==> config.mk <==
export PLATFORM = sky130hd
export DESIGN_NAME = io_hub
export DESIGN_NICKNAME = d
export VERILOG_FILES = /design/src/rtl/io_hub.sv
export SDC_FILE = /design/constraint.sdc
export NUM_CORES = 1
export LEC_CHECK = 0
export BUFFER_PORTS_ARGS = -buffer_cell sky130_fd_sc_hd__buf_4
export CAP_MARGIN = 20
export CORE_AREA = 5 5 120 122
export DETAILED_ROUTE_END_ITERATION = 8
export DIE_AREA = 0 0 125 127
export GPL_ROUTABILITY_DRIVEN = 0
export PLACE_DENSITY = 0.81
export SYNTH_ARGS = -nofsm -noshare
export SYNTH_HDL_FRONTEND = slang
export SYNTH_SLANG_ARGS = --single-unit
==> constraint.sdc <==
create_clock -name clock -period 2.6 [get_ports clock]
set_input_delay 0.26 -clock clock [delete_from_list [all_inputs] [get_ports clock]]
set_output_delay 0.26 -clock clock [all_outputs]
set_load 0.005 [all_outputs]
==> src/rtl/io_hub.sv <==
// rtl/io_hub.sv - memory-mapped I/O port hub: SD command, video regs, keyboard FIFO, tick timer, irq
//
// Ports:
//   clock, reset_n            system clock, synchronous active-low reset
//   a, o, r, w                core port address, write data, read/write strobes
//   p                         combinational read data (0 outside BASE..BASE+8)
//   sd_command, sd_rw, sd_lba SD controller command interface
//   sd_card, sd_error,
//   sd_done, sd_busy          SD controller status
//   p_vpage, p_border         video page select and border colour
//   p_vblank                  frame-end pulse
//   p_kdone, p_ascii          keyboard code valid pulse and code
//   irq                       registered interrupt request
module io_hub #(
  parameter logic [15:0] BASE    = 16'h0020,
  parameter int          CLK_HZ  = 25000000,
  parameter int          TICK_HZ = 100,
  parameter int          KDEPTH  = 8
) (
  input  logic        clock,
  input  logic        reset_n,
  input  logic [15:0] a,
  input  logic [7:0]  o,
  input  logic        r,
  input  logic        w,
  output logic [7:0]  p,
  output logic        sd_command,
  output logic        sd_rw,
  output logic [31:0] sd_lba,
  input  logic [1:0]  sd_card,
  input  logic [3:0]  sd_error,
  input  logic        sd_done,
  input  logic        sd_busy,
  output logic        p_vpage,
  output logic [2:0]  p_border,
  input  logic        p_vblank,
  input  logic        p_kdone,
  input  logic [7:0]  p_ascii,
  output logic        irq
);

  localparam int DIV = CLK_HZ / TICK_HZ;
  localparam int PW  = $clog2(DIV);
  localparam int AW  = $clog2(KDEPTH);
  localparam int CW  = AW + 1;
  localparam logic [PW-1:0] PMAX = PW'(DIV - 1);

  logic [PW-1:0] presc_q;
  logic [7:0]    tick_q;
  logic          tick_f_q, kovf_q, sddone_q, vbl_q;
  logic          tick_f_d, kovf_d, sddone_d, vbl_d;
  logic [4:0]    mask_q;
  logic          sd_command_q, sd_rw_q, p_vpage_q, irq_q;
  logic [31:0]   sd_lba_q;
  logic [2:0]    p_border_q;
  logic [7:0]    mem_q [KDEPTH];
  logic [AW-1:0] wptr_q, rptr_q;
  logic [CW-1:0] count_q, count_d;

  // Address decode; offsets are only meaningful when in_range is set.
  logic [15:0] off;
  logic [3:0]  sel;
  logic        in_range, rd_en, wr_en;
  assign off      = a - BASE;
  assign sel      = off[3:0];
  assign in_range = (a >= BASE) && (off <= 16'd8);
  assign rd_en    = r && in_range;
  assign wr_en    = w && in_range;

  logic kne, full, pop, push_ok, kovf_set, tick_ev, clr_evt, clr_sd;
  logic [7:0] status;
  assign kne      = (count_q != '0);
  assign full     = (count_q == CW'(KDEPTH));
  assign pop      = rd_en && (sel == 4'd0) && kne;
  // A pop in the same cycle frees the slot, so a push into a full FIFO still lands.
  assign push_ok  = p_kdone && (!full || pop);
  assign kovf_set = p_kdone && full && !pop;
  assign tick_ev  = (presc_q == PMAX);
  assign clr_evt  = rd_en && (sel == 4'd2);
  assign clr_sd   = rd_en && ((sel == 4'd2) || (sel == 4'd3));
  assign status   = {3'b000, tick_f_q, kovf_q, sddone_q, vbl_q, kne};

  // Clear first, then set, so a coincident event keeps its flag.
  always_comb begin
    tick_f_d = (tick_f_q & ~clr_evt) | tick_ev;
    kovf_d   = (kovf_q   & ~clr_evt) | kovf_set;
    vbl_d    = (vbl_q    & ~clr_evt) | p_vblank;
    sddone_d = (sddone_q & ~clr_sd)  | sd_done;
    case ({push_ok, pop})
      2'b10:   count_d = count_q + CW'(1);
      2'b01:   count_d = count_q - CW'(1);
      default: count_d = count_q;
    endcase
  end

  always_comb begin
    p = 8'h00;
    if (in_range) begin
      case (sel)
        4'd0:    p = kne ? mem_q[rptr_q] : 8'h00;
        4'd1:    p = tick_q;
        4'd2:    p = status;
        4'd3:    p = {sd_busy, sddone_q, sd_card, sd_error};
        4'd4:    p = {3'b000, mask_q};
        4'd8:    p = 8'(count_q);
        default: p = 8'h00;
      endcase
    end
  end

  always_ff @(posedge clock) begin
    if (!reset_n) begin
      presc_q      <= '0;
      tick_q       <= 8'h00;
      tick_f_q     <= 1'b0;
      kovf_q       <= 1'b0;
      sddone_q     <= 1'b0;
      vbl_q        <= 1'b0;
      mask_q       <= 5'h00;
      sd_command_q <= 1'b0;
      sd_rw_q      <= 1'b0;
      sd_lba_q     <= 32'h0;
      p_vpage_q    <= 1'b0;
      p_border_q   <= 3'b000;
      irq_q        <= 1'b0;
      wptr_q       <= '0;
      rptr_q       <= '0;
      count_q      <= '0;
    end else begin
      presc_q <= tick_ev ? '0 : presc_q + PW'(1);
      if (tick_ev) tick_q <= tick_q + 8'd1;
      tick_f_q <= tick_f_d;
      kovf_q   <= kovf_d;
      sddone_q <= sddone_d;
      vbl_q    <= vbl_d;
      if (push_ok) wptr_q <= wptr_q + AW'(1);
      if (pop)     rptr_q <= rptr_q + AW'(1);
      count_q <= count_d;
      sd_command_q <= 1'b0;
      if (wr_en) begin
        case (sel)
          4'd0: p_border_q <= o[2:0];
          4'd1: p_vpage_q <= o[0];
          4'd2: sd_lba_q[7:0] <= o;
          4'd3: sd_lba_q[15:8] <= o;
          4'd4: sd_lba_q[23:16] <= o;
          4'd5: sd_lba_q[31:24] <= o;
          4'd6: if (!sd_busy) begin
            sd_command_q <= 1'b1;
            sd_rw_q      <= o[0];
          end
          4'd7: mask_q <= o[4:0];
          default: ;
        endcase
      end
      irq_q <= |(status[4:0] & mask_q);
    end
  end

  // FIFO storage needs no reset; the pointers define what is valid.
  always_ff @(posedge clock) begin
    if (push_ok) mem_q[wptr_q] <= p_ascii;
  end

  assign sd_command = sd_command_q;
  assign sd_rw      = sd_rw_q;
  assign sd_lba     = sd_lba_q;
  assign p_vpage    = p_vpage_q;
  assign p_border   = p_border_q;
  assign irq        = irq_q;

endmodule

Word-level counts from Yosys, hierarchy flattened. Memory sizes are Yosys's and may differ from the RTL's. A register that Yosys moved wholly into a read port is not among the register bits. Cells that the tools add are included.

Flip-flop bits (word level): 84. Output and inout bits: 47. Word-level logic and storage cells: 91. Memories kept: 1. Bits in writable memories: 64. Bits of input ports: 46.

$add $sub $neg: 7. Equal/unequal tests: 12. Multiplexer cells: 9. Reduce and logical (&&, ||, !) cells: 28. Bitwise operators: 13. Order comparisons: 2.

Memory list: mem_q (depth 8, width 8, rd ports 1, clocked after Yosys merged registers in 1, write ports 1, line 56) `logic [7:0] mem_q [KDEPTH];`.

Operators by type and width (count): one-hot mux 8 bit (6 select lines) (1); adder 18 x 1 -> 18 bit, second input constant (1); == test 18 bit, second input constant (1); == test 4 x 3 -> 1 bit, second input constant (4); >= comparator 16 x 6 -> 1 bit, second input constant (1); <= comparator 16 x 4 -> 1 bit, second input constant (1); two-way mux 8 bit (2); subtractor 16 x 6 -> 16 bit, second input constant (1); AND reduction 2 bit (7); logical AND 1 bit (10); adder 8 x 1 -> 8 bit, second input constant (1); == test 4 x 2 -> 1 bit, second input constant (2); == test 4 bit, second input constant (2); one-hot mux 4 bit (2 select lines) (1); adder 3 x 1 -> 3 bit, second input constant (2); two-way mux 3 bit (2); AND reduction 3 bit (2); bitwise AND 5 bit (1); OR reduction 5 bit (1); adder 4 x 1 -> 4 bit, second input constant (1); bitwise AND 1 bit (4); == test 4 x 1 -> 1 bit, second input constant (1); logical NOT 4 bit (1); inverter 1 bit (4); other kinds (10) (17).

Longest topological paths before layout.
Depth after elaboration: 10. Depth in mapped cells: 10. Mapped depth without buffers: 10.

Least setup slack after synthesis. Ideal clock, no wire load.

Path type: input to register. Start point: input a[13]. End point: memory mem_q[1][0] (enable). Data arrival time: 2.286 ns. Slack: -0.070 ns. Cell stages on the path: 5. Data required time: 2.217 ns. Path through: or4b_4 > o32a_2 > a211oi_4 > o21ai_0 > nor3_1.

Cells in the longest elaborated chain, start to end: 10.

RTL lines: from (decl) (line 22) `input logic [15:0] a,`; subtractor 16 x 6 -> 16 bit (line 64) `assign off = a - BASE;`; <= comparator 16 x 4 -> 1 bit (line 66) `assign in_range = (a >= BASE) && (off <= 16'd8);`; logical AND 1 bit * (line 66); logical AND 1 bit * (line 67) `assign rd_en = r && in_range;`; logical AND 1 bit * (2 in series) (line 74) `assign pop = rd_en && (sel == 4'd0) && kne;`; logical OR 1 bit * (line 76) `assign push_ok = p_kdone && (!full || pop);`; logical AND 1 bit * (line 76); two-way mux 1 bit * (line 162) `if (push_ok) mem_q[wptr_q] <= p_ascii;`; two-way mux 1 bit (not written as such) * (line 162); to (decl) (line 56).

Mark *: on every way between the ends. The rest lies on a longest branch, timed or not.

==> metrics.csv <==
stage,metric,value,unit
run_status,status,"finished, final reports clean",
floorplan,DIE WIDTH,125,um
sta,final setup skew,7.949,ps
flow_run,Max-Cap Viols,0,
pwr,power density cells,619.5,mW/mm^2
sta,maximum clock frequency,399.6,MHz
sta,Final Setup Violations,0,
routing,DRT iter0 DRCs,710,
sta,worst slew pin tran,753.6,ps
logic_synthesis,commonest register cell after synthesis,dfxtp_1,
placed_design,Port Buffers,92,
floorplan,Die Height,127,um
sta,crit path time final,2503,ps
global_routing,Tot GR Track Use,21.24,%
sta,slew margin rel.,49.63,%
routing,WL per Instance,19.07,um
cts,Num CTS Buffers,17,
logic_synthesis,Synth Net Count,628,
setup_path,Critical-path top delay cell,mux4_2,
cts,"Clk Latency, worst-skew pair",420,ps
worst_hold_path,worst min path class,in2reg,
cts,clock buffer depth,2,
cts,CTS tree,yes,
sta,final worst path period share,96.26,%
cts,CTS Sinks,151,
global_routing,initial antenna violation count,0,
pwr,P_leak,3.206,nW
floorplan,Die ar.,0.01588,sq mm
global_routing,first-pass GRT wire length,26950,um
logic_synthesis,Synth cell types,70,
setup_path,critical path class,reg2out,
setup_path,crit path launch type,flip-flop,
routing,WL final,16840,um
setup_path,slowest cell delay on critical path,520,ps
pwr,Tot Pwr,5.199,mW
cts,H-tree levels,4,
setup_path,worst path required time,2340,ps
pwr,Peak VDD IR,0.0004657,V
floorplan,Initial Utilization,51.33,%
routing,via count,5174,
sta,final hold violations,0,
global_routing,vias in the first global route,5170,
global_routing,largest net degree at the start of global routing,45,
cts,Worst-path clk slew,60,ps
sta,RSZ-0062 raised after global routing,no,
sta,hold slack,57.05,ps
global_routing,grt ovf,0,
logic_synthesis,#FFs+latches synth,151,
logic_synthesis,Mapped Cells,576,
logic_synthesis,Synth warnings,0,
routing,Post-route DRC,0,
cells_and_area,Syn-to-layout area delta,24.94,%
floorplan,placeable core area,0.01309,sq mm
routing,DRT antenna net count,0,
logic_synthesis,"EDFF count, synth",64,
routing,Avg Vias per Cell,5.860,
cells_and_area,Final #Nets,746,
logic_synthesis,post-synthesis cell area,0.006716,sq mm
cts,Hold Buf Count CTS,0,
cells_and_area,Ant. Diodes,0,
logic_synthesis,Avg Inst Size Synth,11.66,sq um
cts,root buf cell,clkbuf_16,
cells_and_area,layout cells sized above 1,28.71,%
floorplan,IO Pins,93,
logic_synthesis,"FFs w/ async S/R, synth",0,%
setup_path,worst-path maximum fanout,11,
setup_path,critical path data arrival time,2240,ps
sta,Max Transition Viols Final,0,
logic_synthesis,sequential-to-total area share from yosys stat,54.55,%
routing,DRT Pass-1 Iters,5,
setup_path,crit end category,primary output,
floorplan,Rows,42,
setup_path,CP Cell Sequence,buf_12 > mux4_2 > mux2_2 > a222oi_1 > nor2_1 > buf_4,
placed_design,HPWL Detailed,11730,um
-- critical path: cells and delay by family (launching register included) --
family          cells  cell delay [ps]
flops               1              340
simple gates        1              120
mux                 2              830
buf+inv             2              310
compound gates      1              220
-- placed cells by master (no fill, tap or decap), types with 3 or more instances in the layout --
| master | synthesis | layout |
|---|---|---|
| buf_4 | 1 | 129 |
| dfxtp_1 | 87 | 85 |
| nor2_1 | 79 | 79 |
| edfxtp_1 | 64 | 64 |
| mux2i_1 | 45 | 45 |
| nand2_1 | 36 | 36 |
| clkbuf_16 | 0 | 17 |
| nor3_1 | 16 | 16 |
| mux4_2 | 16 | 16 |
| nand3_1 | 16 | 16 |
| nand4_1 | 12 | 12 |
| xnor2_1 | 11 | 11 |
| xor2_1 | 11 | 11 |
| mux2_2 | 9 | 9 |
| a22oi_1 | 8 | 8 |
| nand2b_1 | 7 | 7 |
| a211oi_1 | 7 | 7 |
| a21oi_1 | 8 | 7 |
| inv_1 | 6 | 6 |
| o21ai_0 | 6 | 6 |
| nor2b_1 | 6 | 6 |
| o211ai_1 | 6 | 6 |
| ha_1 | 6 | 6 |
| clkinv_4 | 0 | 6 |
| nor4_1 | 5 | 5 |
| o31ai_1 | 5 | 5 |
| and2_1 | 5 | 5 |
| and4_1 | 5 | 5 |
| or4_1 | 4 | 4 |
| clkinv_1 | 2 | 4 |
| a222oi_1 | 3 | 3 |
| and3_1 | 3 | 3 |
| o2111ai_2 | 3 | 3 |
| or3_1 | 3 | 3 |
-- repair_timing --
item                       4_1_cts  5_1_grt
resized for setup                1        7
setup endpoints to repair        1        6
setup buffers                    0        4
-- sequential cells by signal, summed over array words and instances (netlist names), 3 cells and up, named ones only --
register and count:
p_border 3, sd_lba 32, rptr_q 3, count_q 4, presc_q 18, wptr_q 3, tick_q 8, mask_q 5
mem_q 64
-- metal layers --
layer  vias to the layer above  GRT usage (%)  part of all wire (%)
met5                         -              0                     0
met4                         0          9.949                   3.4
met3                        46          5.008                   7.3
met2                       229          34.70                    49
met1                      2504          26.94                    40
li1                       2395              -                     -
-- layout make-up --
type                       count  area (sq um)
inverter                       8         30.03
fill                         955          4693
clock inverter                14         150.1
multi-input combinational    385          2893
tap                          176         220.2
timing repair buffer         131          1003
clock buffer                  18         429.2
sequential                   151          3666
-- synth_stat cells, types with 3 or more instances --
library cell | instances | area share (%)
a211oi_1 | 7 | 0.78
a21oi_1 | 8 | 0.60
a222oi_1 | 3 | 0.45
a22oi_1 | 8 | 0.89
and2_1 | 5 | 0.47
and3_1 | 3 | 0.28
and4_1 | 5 | 0.65
buf_1 | 4 | 0.22
clkbuf_1 | 24 | 1.3
dfxtp_1 | 87 | 26
edfxtp_1 | 64 | 29
ha_1 | 6 | 1.1
inv_1 | 6 | 0.34
mux2_2 | 9 | 1.5
mux2i_1 | 45 | 6.7
mux4_2 | 16 | 5.4
nand2_1 | 36 | 2.0
nand2b_1 | 7 | 0.65
nand3_1 | 16 | 1.2
nand4_1 | 12 | 1.1
nor2_1 | 79 | 4.4
nor2b_1 | 6 | 0.56
nor3_1 | 16 | 1.2
nor4_1 | 5 | 0.47
o2111ai_2 | 3 | 0.67
o211ai_1 | 6 | 0.67
o21ai_0 | 6 | 0.45
o31ai_1 | 5 | 0.56
or3_1 | 3 | 0.28
or4_1 | 4 | 0.45
xnor2_1 | 11 | 1.4
xor2_1 | 11 | 1.4
-- stage by stage --
step	cells	util, %	cell area [sq um]	worst slack, ps	setup TNS, ps
floorplan	576	-	6716	-69.64	-1671
global placement	847	59.28	7756	-13.13	-13.13
detailed placement	847	59.28	7756	-68.45	-68.45
CTS	879	63.73	8339	20.56	0
global route	883	64.13	8392	16.90	0
finish	883	64.13	8392	97.18	0
-- power breakdown --
group,internal [mW],switching (mW),total (mW)
Combinational,0.123,0.171,0.293
Clock,1.42,0.964,2.38
Sequential,2.50,0.0206,2.52
Total,4.04,1.16,5.20
-- kinds of logic after synthesis --
group / count (synthesis) / synth area share [%]
adder cells (fa/ha/maj): 6 / 1.118
buffers and inverters: 40 / 2.440
AND/OR/NAND/NOR: 211 / 16.08
XOR/XNOR: 22 / 2.869
flip-flops: 151 / 54.55
multiplexers: 70 / 13.58
AO/OA/AOI/OAI: 76 / 9.371
-- worst paths after layout --
kind	startpoint	endpoint	slack [ps]	cells after the start
hold / removal	sd_done	sddone_q	60	3
setup reg to reg	count_q[0]	count_q[2]	260	9
hold reg to reg	p_border[0]	p_border[0]	460	2
setup / recovery	flip-flop	p[5]	100	6
Power figures use the tool's default switching activity.
